## src/rtl/tri_bbox_seq.sv

```systemverilog
// Triangle bounding-box sequencer: walks eight min/max compares through a single
// external fp_min unit to produce xmin/xmax/ymin/ymax for one fp16 triangle.
module tri_bbox_seq #(
  parameter int W = 16
) (
  input  logic         clk,
  input  logic         rst,
  input  logic         nd,
  output logic         us_rfd,
  input  logic [W-1:0] x0,
  input  logic [W-1:0] y0,
  input  logic [W-1:0] x1,
  input  logic [W-1:0] y1,
  input  logic [W-1:0] x2,
  input  logic [W-1:0] y2,
  output logic         cmp_nd,
  input  logic         cmp_us_rfd,
  output logic [W-1:0] cmp_a,
  output logic [W-1:0] cmp_b,
  input  logic         cmp_rdy,
  input  logic [W-1:0] cmp_min,
  output logic         cmp_ds_rfd,
  output logic         rdy,
  input  logic         ds_rfd,
  output logic [W-1:0] xmin,
  output logic [W-1:0] xmax,
  output logic [W-1:0] ymin,
  output logic [W-1:0] ymax
);

  // Every link moves data on a cycle where its valid (nd, cmp_nd, cmp_rdy, rdy) and
  // its ready (us_rfd, cmp_us_rfd, cmp_ds_rfd, ds_rfd) are both high; valid holds its payload until then.
  typedef enum logic [1:0] {IDLE, ISSUE, WAIT, DONE} state_t;

  localparam logic [W-1:0] SIGN = {1'b1, {(W-1){1'b0}}};

  state_t       state, state_nxt;
  logic [2:0]   op;
  logic [W-1:0] t;
  logic [W-1:0] vx0, vx1, vx2, vy0, vy1, vy2;
  logic [W-1:0] xmin_r, xmax_r, ymin_r, ymax_r;
  logic [W-1:0] a_sel, b_sel, flip, res;

  // op[1] marks the max ops; max(a,b) = -min(-a,-b), t itself stays un-negated
  assign flip = op[1] ? SIGN : '0;
  assign res  = cmp_min ^ flip;

  always_comb begin
    if (op[0]) begin
      a_sel = t;
      b_sel = op[2] ? vy2 : vx2;
    end else begin
      a_sel = op[2] ? vy0 : vx0;
      b_sel = op[2] ? vy1 : vx1;
    end
  end

  always_ff @(posedge clk) begin
    if (rst) state <= IDLE;
    else     state <= state_nxt;
  end

  always_comb begin
    state_nxt = state;
    case (state)
      IDLE:  if (nd) state_nxt = ISSUE;
      ISSUE: if (cmp_us_rfd) state_nxt = WAIT;
      WAIT:  if (cmp_rdy) state_nxt = (op == 3'd7) ? DONE : ISSUE;
      DONE:  if (ds_rfd) state_nxt = IDLE;
      default: state_nxt = IDLE;
    endcase
  end

  always_comb begin
    us_rfd     = 1'b0;
    cmp_nd     = 1'b0;
    cmp_ds_rfd = 1'b0;
    rdy        = 1'b0;
    cmp_a      = '0;
    cmp_b      = '0;
    xmin       = '0;
    xmax       = '0;
    ymin       = '0;
    ymax       = '0;
    if (!rst) begin
      us_rfd     = (state == IDLE);
      cmp_nd     = (state == ISSUE);
      cmp_ds_rfd = (state == WAIT);
      rdy        = (state == DONE);
      cmp_a      = a_sel ^ flip;
      cmp_b      = b_sel ^ flip;
      xmin       = xmin_r;
      xmax       = xmax_r;
      ymin       = ymin_r;
      ymax       = ymax_r;
    end
  end

  always_ff @(posedge clk) begin
    if (rst) begin
      op     <= '0;
      t      <= '0;
      vx0    <= '0;
      vx1    <= '0;
      vx2    <= '0;
      vy0    <= '0;
      vy1    <= '0;
      vy2    <= '0;
      xmin_r <= '0;
      xmax_r <= '0;
      ymin_r <= '0;
      ymax_r <= '0;
    end else if (state == IDLE && nd) begin
      op  <= '0;
      vx0 <= x0;
      vx1 <= x1;
      vx2 <= x2;
      vy0 <= y0;
      vy1 <= y1;
      vy2 <= y2;
    end else if (state == WAIT && cmp_rdy) begin
      op <= op + 3'd1;
      if (!op[0]) begin
        t <= res;
      end else begin
        case (op[2:1])
          2'd0:    xmin_r <= res;
          2'd1:    xmax_r <= res;
          2'd2:    ymin_r <= res;
          default: ymax_r <= res;
        endcase
      end
    end
  end

endmodule

```

## config.mk

```make
export PLATFORM = sky130hd
export DESIGN_NAME = tri_bbox_seq
export DESIGN_NICKNAME = d
export VERILOG_FILES = /design/src/rtl/tri_bbox_seq.sv
export SDC_FILE = /design/constraint.sdc
export NUM_CORES = 1
export LEC_CHECK = 0
export BUFFER_PORTS_ARGS = -buffer_cell sky130_fd_sc_hd__buf_2
export CORE_MARGIN = 4
export CORE_UTILIZATION = 57
export DETAILED_ROUTE_END_ITERATION = 10
export GPL_TIMING_DRIVEN = 0
export PLACE_DENSITY = 0.85
export SYNTH_ARGS = -nofsm -noshare
export SYNTH_HDL_FRONTEND = slang
export SYNTH_SLANG_ARGS = --single-unit
```

## constraint.sdc

```tcl
create_clock -name clk -period 2.3 [get_ports clk]
set_clock_uncertainty 0.1 [all_clocks]
set_input_delay 0.115 -clock clk [delete_from_list [all_inputs] [get_ports clk]]
set_output_delay 0.115 -clock clk [all_outputs]
set_load 0.005 [all_outputs]
```

==> flow_summary.html <==
<table>
<tr><th>Metric</th><th>Value</th></tr>
<tr><th colspan="2">Yosys</th></tr>
<tr><td>Synthesized netlist cell count</td><td>933</td></tr>
<tr><td>Sequential-to-total area share from yosys stat</td><td>between 40% and 50%</td></tr>
<tr><td>Post-synth EDFFs</td><td>0</td></tr>
<tr><td>Mean instance size in the synthesized netlist</td><td>between 8 and 9 µm²</td></tr>
<tr><td>Post-synth top flop</td><td>sky130_fd_sc_hd__dfxtp_1</td></tr>
<tr><td>Net Count, Synth</td><td>between 1000 and 1500</td></tr>
<tr><td>FFs w/ async S/R, synth</td><td>0%</td></tr>
<tr><td>FF+latch count, synth</td><td>about 180</td></tr>
<tr><td>Number of distinct library cells after synthesis</td><td>40</td></tr>
<tr><td>Post-synth design cell area</td><td>between 7000 and 8000 µm²</td></tr>
<tr><td>Number of warning messages in the yosys log</td><td>0</td></tr>
<tr><th colspan="2">Worst setup path</th></tr>
<tr><td>Sequence of cells on the critical path</td><td>buf_6 &gt; buf_2 &gt; mux4_2 &gt; nor2b_1 &gt; buf_2</td></tr>
<tr><td>CP Max Fanout</td><td>10</td></tr>
<tr><td>Type of element capturing the critical path</td><td>primary output</td></tr>
<tr><td>Cell with the most instances on the worst path</td><td>sky130_fd_sc_hd__buf_2</td></tr>
<tr><td>Arrival time worst endpoint</td><td>2.01 ns</td></tr>
<tr><td>Cell with the biggest individual delay on the critical path</td><td>sky130_fd_sc_hd__dfxtp_1</td></tr>
<tr><td>Category of the worst setup path launch point</td><td>flip-flop</td></tr>
<tr><td>Delay of the slowest cell on the worst path</td><td>~0.4 ns</td></tr>
<tr><td>CP required</td><td>~2.1 ns</td></tr>
<tr><td>Worst Setup Path Type</td><td>flip-flop to primary output</td></tr>
<tr><th colspan="2">Floorplan</th></tr>
<tr><td>Total Die Area</td><td>15900 µm²</td></tr>
<tr><td>Core footprint</td><td>about 13000 µm²</td></tr>
<tr><td>Starting Density</td><td>approximately 60%</td></tr>
<tr><td>Horizontal die dimension</td><td>~130 µm</td></tr>
<tr><td>Chip Height</td><td>126 µm</td></tr>
<tr><td>Count of boundary I/O pins</td><td>218</td></tr>
<tr><td>Number of rows in the core area</td><td>42</td></tr>
<tr><th colspan="2">Timing</th></tr>
<tr><td>Setup violation total in the final timing report</td><td>0</td></tr>
<tr><td>Worst hold margin</td><td>0.0328 ns</td></tr>
<tr><td>Actual transition at the worst max-transition pin</td><td>about 0.65 ns</td></tr>
<tr><td>Fmax</td><td>around 0.45 GHz</td></tr>
<tr><td>Final min period</td><td>approximately 2.2 ns</td></tr>
<tr><td>Part of the cycle the worst path needs</td><td>between 90% and 100%</td></tr>
<tr><td>Final Hold Viols</td><td>0</td></tr>
<tr><td>Setup TNS</td><td>0 ns</td></tr>
<tr><td>Relative slew margins</td><td>roughly 57%</td></tr>
<tr><td>Minimum setup slack in the final design</td><td>around 0.07 ns</td></tr>
<tr><td>Number of max-slew violations in the final report</td><td>0</td></tr>
<tr><td>RSZ-0062 raised after global routing</td><td>false</td></tr>
<tr><th colspan="2">Clock tree</th></tr>
<tr><td>Largest buffer count on any clock path</td><td>2</td></tr>
<tr><td>TritonCTS sink count</td><td>~180</td></tr>
<tr><td>Clock Latency Late Sink</td><td>0.43 ns</td></tr>
<tr><td>Root Buffer Master</td><td>sky130_fd_sc_hd__clkbuf_16</td></tr>
<tr><td>Number of buffers created by CTS</td><td>17</td></tr>
<tr><td>Clock slew at reported path FFs</td><td>about 0.06 ns</td></tr>
<tr><td>Clock tree from TritonCTS</td><td>done</td></tr>
<tr><td>H-tree depth</td><td>4</td></tr>
<tr><th colspan="2">Finish</th></tr>
<tr><td>Leading cell type in the layout, fill and taps excluded</td><td>sky130_fd_sc_hd__nand2_1</td></tr>
<tr><td>Most frequent cells in the layout</td><td>sky130_fd_sc_hd__nand2_1 (255), sky130_fd_sc_hd__buf_2 (229), sky130_fd_sc_hd__dfxtp_1 (181), sky130_fd_sc_hd__a21oi_1 (127), sky130_fd_sc_hd__dlygate4sd3_1 (115)</td></tr>
<tr><td>Final layout net count</td><td>1405</td></tr>
<tr><td>Relative area change from synthesis to final layout</td><td>38.9%</td></tr>
<tr><td>Share of final-layout standard cells stronger than drive strength 1</td><td>between 20% and 30%</td></tr>
<tr><th colspan="2">Global route</th></tr>
<tr><td>Total routing usage reported by global routing</td><td>36.9%</td></tr>
<tr><td>Global-route wire length before repair</td><td>about 46 mm</td></tr>
<tr><td>Number of antenna violations at the first check in global routing</td><td>1</td></tr>
<tr><td>Number of global-route vias before repair</td><td>around 9000</td></tr>
<tr><td>GRT Residual Overflow</td><td>0</td></tr>
<tr><td>Maximum number of pins on one net before global-route repair</td><td>17</td></tr>
<tr><th colspan="2">Routing</th></tr>
<tr><td>Count of antenna-violating nets left after detailed routing</td><td>0</td></tr>
<tr><td>First-pass iteration count of the detailed router</td><td>6</td></tr>
<tr><td>Drt via density</td><td>5.78</td></tr>
<tr><td>Drt initial violations</td><td>a little under 1000</td></tr>
<tr><td>Total DRC errors in the routed layout</td><td>0</td></tr>
<tr><td>Routed wire length per instance</td><td>20.1 µm</td></tr>
<tr><td>Total wire length</td><td>around 30 mm</td></tr>
<tr><td>Via count of the routed design</td><td>around 8500</td></tr>
<tr><th colspan="2">Run status</th></tr>
<tr><td>Status</td><td>finished clean</td></tr>
<tr><th colspan="2">Run</th></tr>
<tr><td>Maximum capacitance violations</td><td>0</td></tr>
<tr><th colspan="2">Placement</th></tr>
<tr><td>Pre-CTS WS</td><td>around 0.38 ns</td></tr>
<tr><td>GPL Wtd Cong</td><td>0.884</td></tr>
<tr><td>Buffers on Ports</td><td>roughly 220</td></tr>
<tr><td>HPWL Detailed</td><td>about 17 mm</td></tr>
<tr><th colspan="2">Hold path</th></tr>
<tr><td>Min-Delay Path Class</td><td>primary input to flip-flop</td></tr>
<tr><th colspan="2">Power and ir drop</th></tr>
<tr><td>Static Leakage</td><td>roughly 0.005 µW</td></tr>
<tr><td>Maximum resistive drop on vdd</td><td>about 0.00054 V</td></tr>
<tr><td>Pwr dens</td><td>roughly 660 nW/µm²</td></tr>
</table>
==> sequential cells by signal (all words and copies together), names as in the netlist <==
signal and flops:
ymin_r 16, op 3, vy1 16, state 2, xmax_r 16, vy0 16, vx2 16, vx1 16
vx0 16, vy2 16, t 16, xmin_r 16, ymax_r 16
==> routing by layer <==
| metal | GRT usage [%] | up-vias | share of wire, % |
|---|---|---|---|
| met3 | 7.41 | 169 | 10 |
| met4 | 21.6 | 0 | 5.9 |
| met5 | 0 | - | 0 |
| met1 | 45.0 | 3937 | 36 |
| met2 | 60.5 | 673 | 48 |
| li1 | - | 3748 | - |
==> report_power, final <==
group	internal (µW)	leakage, µW	total, µW	switching [µW]
Clock	1710	0.000294	2950	1240
Combinational	431	0.00336	963	532
Sequential	3260	0.00147	3350	86.4
Total	5410	0.00513	7260	1860
==> area by class of cell <==
type | instances | area [µm²]
Fill cell | 751 | 2430
Timing Repair Buffer | 333 | 2250
Sequential cell | 181 | 3620
Inverter | 46 | 173
Tap cell | 176 | 220
Clock inverter | 8 | 97.6
Buffer | 76 | 427
Multi-Input combinational cell | 630 | 3740
Antenna cell | 1 | 2.50
Clock buffer | 24 | 492
==> Yosys cell counts, types with 4 or more instances <==
cell type / number / area [µm²]
sky130_fd_sc_hd__nor3_1: 4 / 20.0
sky130_fd_sc_hd__nand2_1: 255 / 957
sky130_fd_sc_hd__a21oi_1: 127 / 636
sky130_fd_sc_hd__mux2_2: 15 / 169
sky130_fd_sc_hd__buf_4: 12 / 90.1
sky130_fd_sc_hd__o31ai_1: 15 / 113
sky130_fd_sc_hd__dfxtp_1: 181 / 3620
sky130_fd_sc_hd__inv_1: 45 / 169
sky130_fd_sc_hd__nor2_1: 5 / 18.8
sky130_fd_sc_hd__a211oi_1: 4 / 30.0
sky130_fd_sc_hd__nand2b_1: 61 / 382
sky130_fd_sc_hd__buf_6: 4 / 45.0
sky130_fd_sc_hd__nor2b_1: 39 / 244
sky130_fd_sc_hd__buf_2: 13 / 65.1
sky130_fd_sc_hd__o21ai_0: 16 / 80.1
sky130_fd_sc_hd__mux2i_1: 49 / 490
sky130_fd_sc_hd__clkbuf_1: 44 / 165
sky130_fd_sc_hd__mux4_2: 16 / 360
==> cells by family (layout without fill, tap and decap cells) <==
kind of cell / Yosys count / in the layout / synth area share (%)
AOI/OAI and AO/OA: 168 / 168 / 11.4
xor gates and xnor gates: 2 / 2 / 0.221
adders and majority gates: 2 / 2 / 0.315
buffers and inverters: 122 / 487 / 7.27
DFF: 181 / 181 / 45.7
muxes: 82 / 82 / 13.2
other: 0 / 1 / 0
and+or+nand+nor: 376 / 376 / 21.9
==> worst paths after layout <==
kind | from | to | slack, ns | cells after the start
worst max register to register | state[0] | vx1[8] | 0.08 | 5
worst max-delay path | op[0] | cmp_b[12] | 0.07 | 5
worst min-delay path | cmp_rdy | state[0] | 0.03 | 3
worst min register to register | vx0[2] | vx0[2] | 0.35 | 2
==> critical path: cells and delay by family, from the launching register on <==
kind	cells	cell delay, ns
and+or+nand+nor	1	0.15
DFF	1	0.40
muxes	1	0.37
buffers and inverters	3	0.64
==> per-stage QoR <==
stage	utilization [%]	std cells	cell area (µm²)	total power (µW)
finish	81.9	1475	11000	7260
floorplan	-	933	7930	3810
global placement	68.6	1325	9230	4090
global route	81.9	1475	11000	7450
detailed placement	68.6	1325	9230	4120
CTS	81.6	1472	11000	7120
==> repair_timing <==
action	4_1_cts	5_1_grt
resized for setup	3	9
hold buffers	115	0
endpoints found under the setup margin	14	20
endpoints found under the hold margin	137	0
buffers inserted	0	2
No activity file was read; power rests on OpenSTA's default activity.
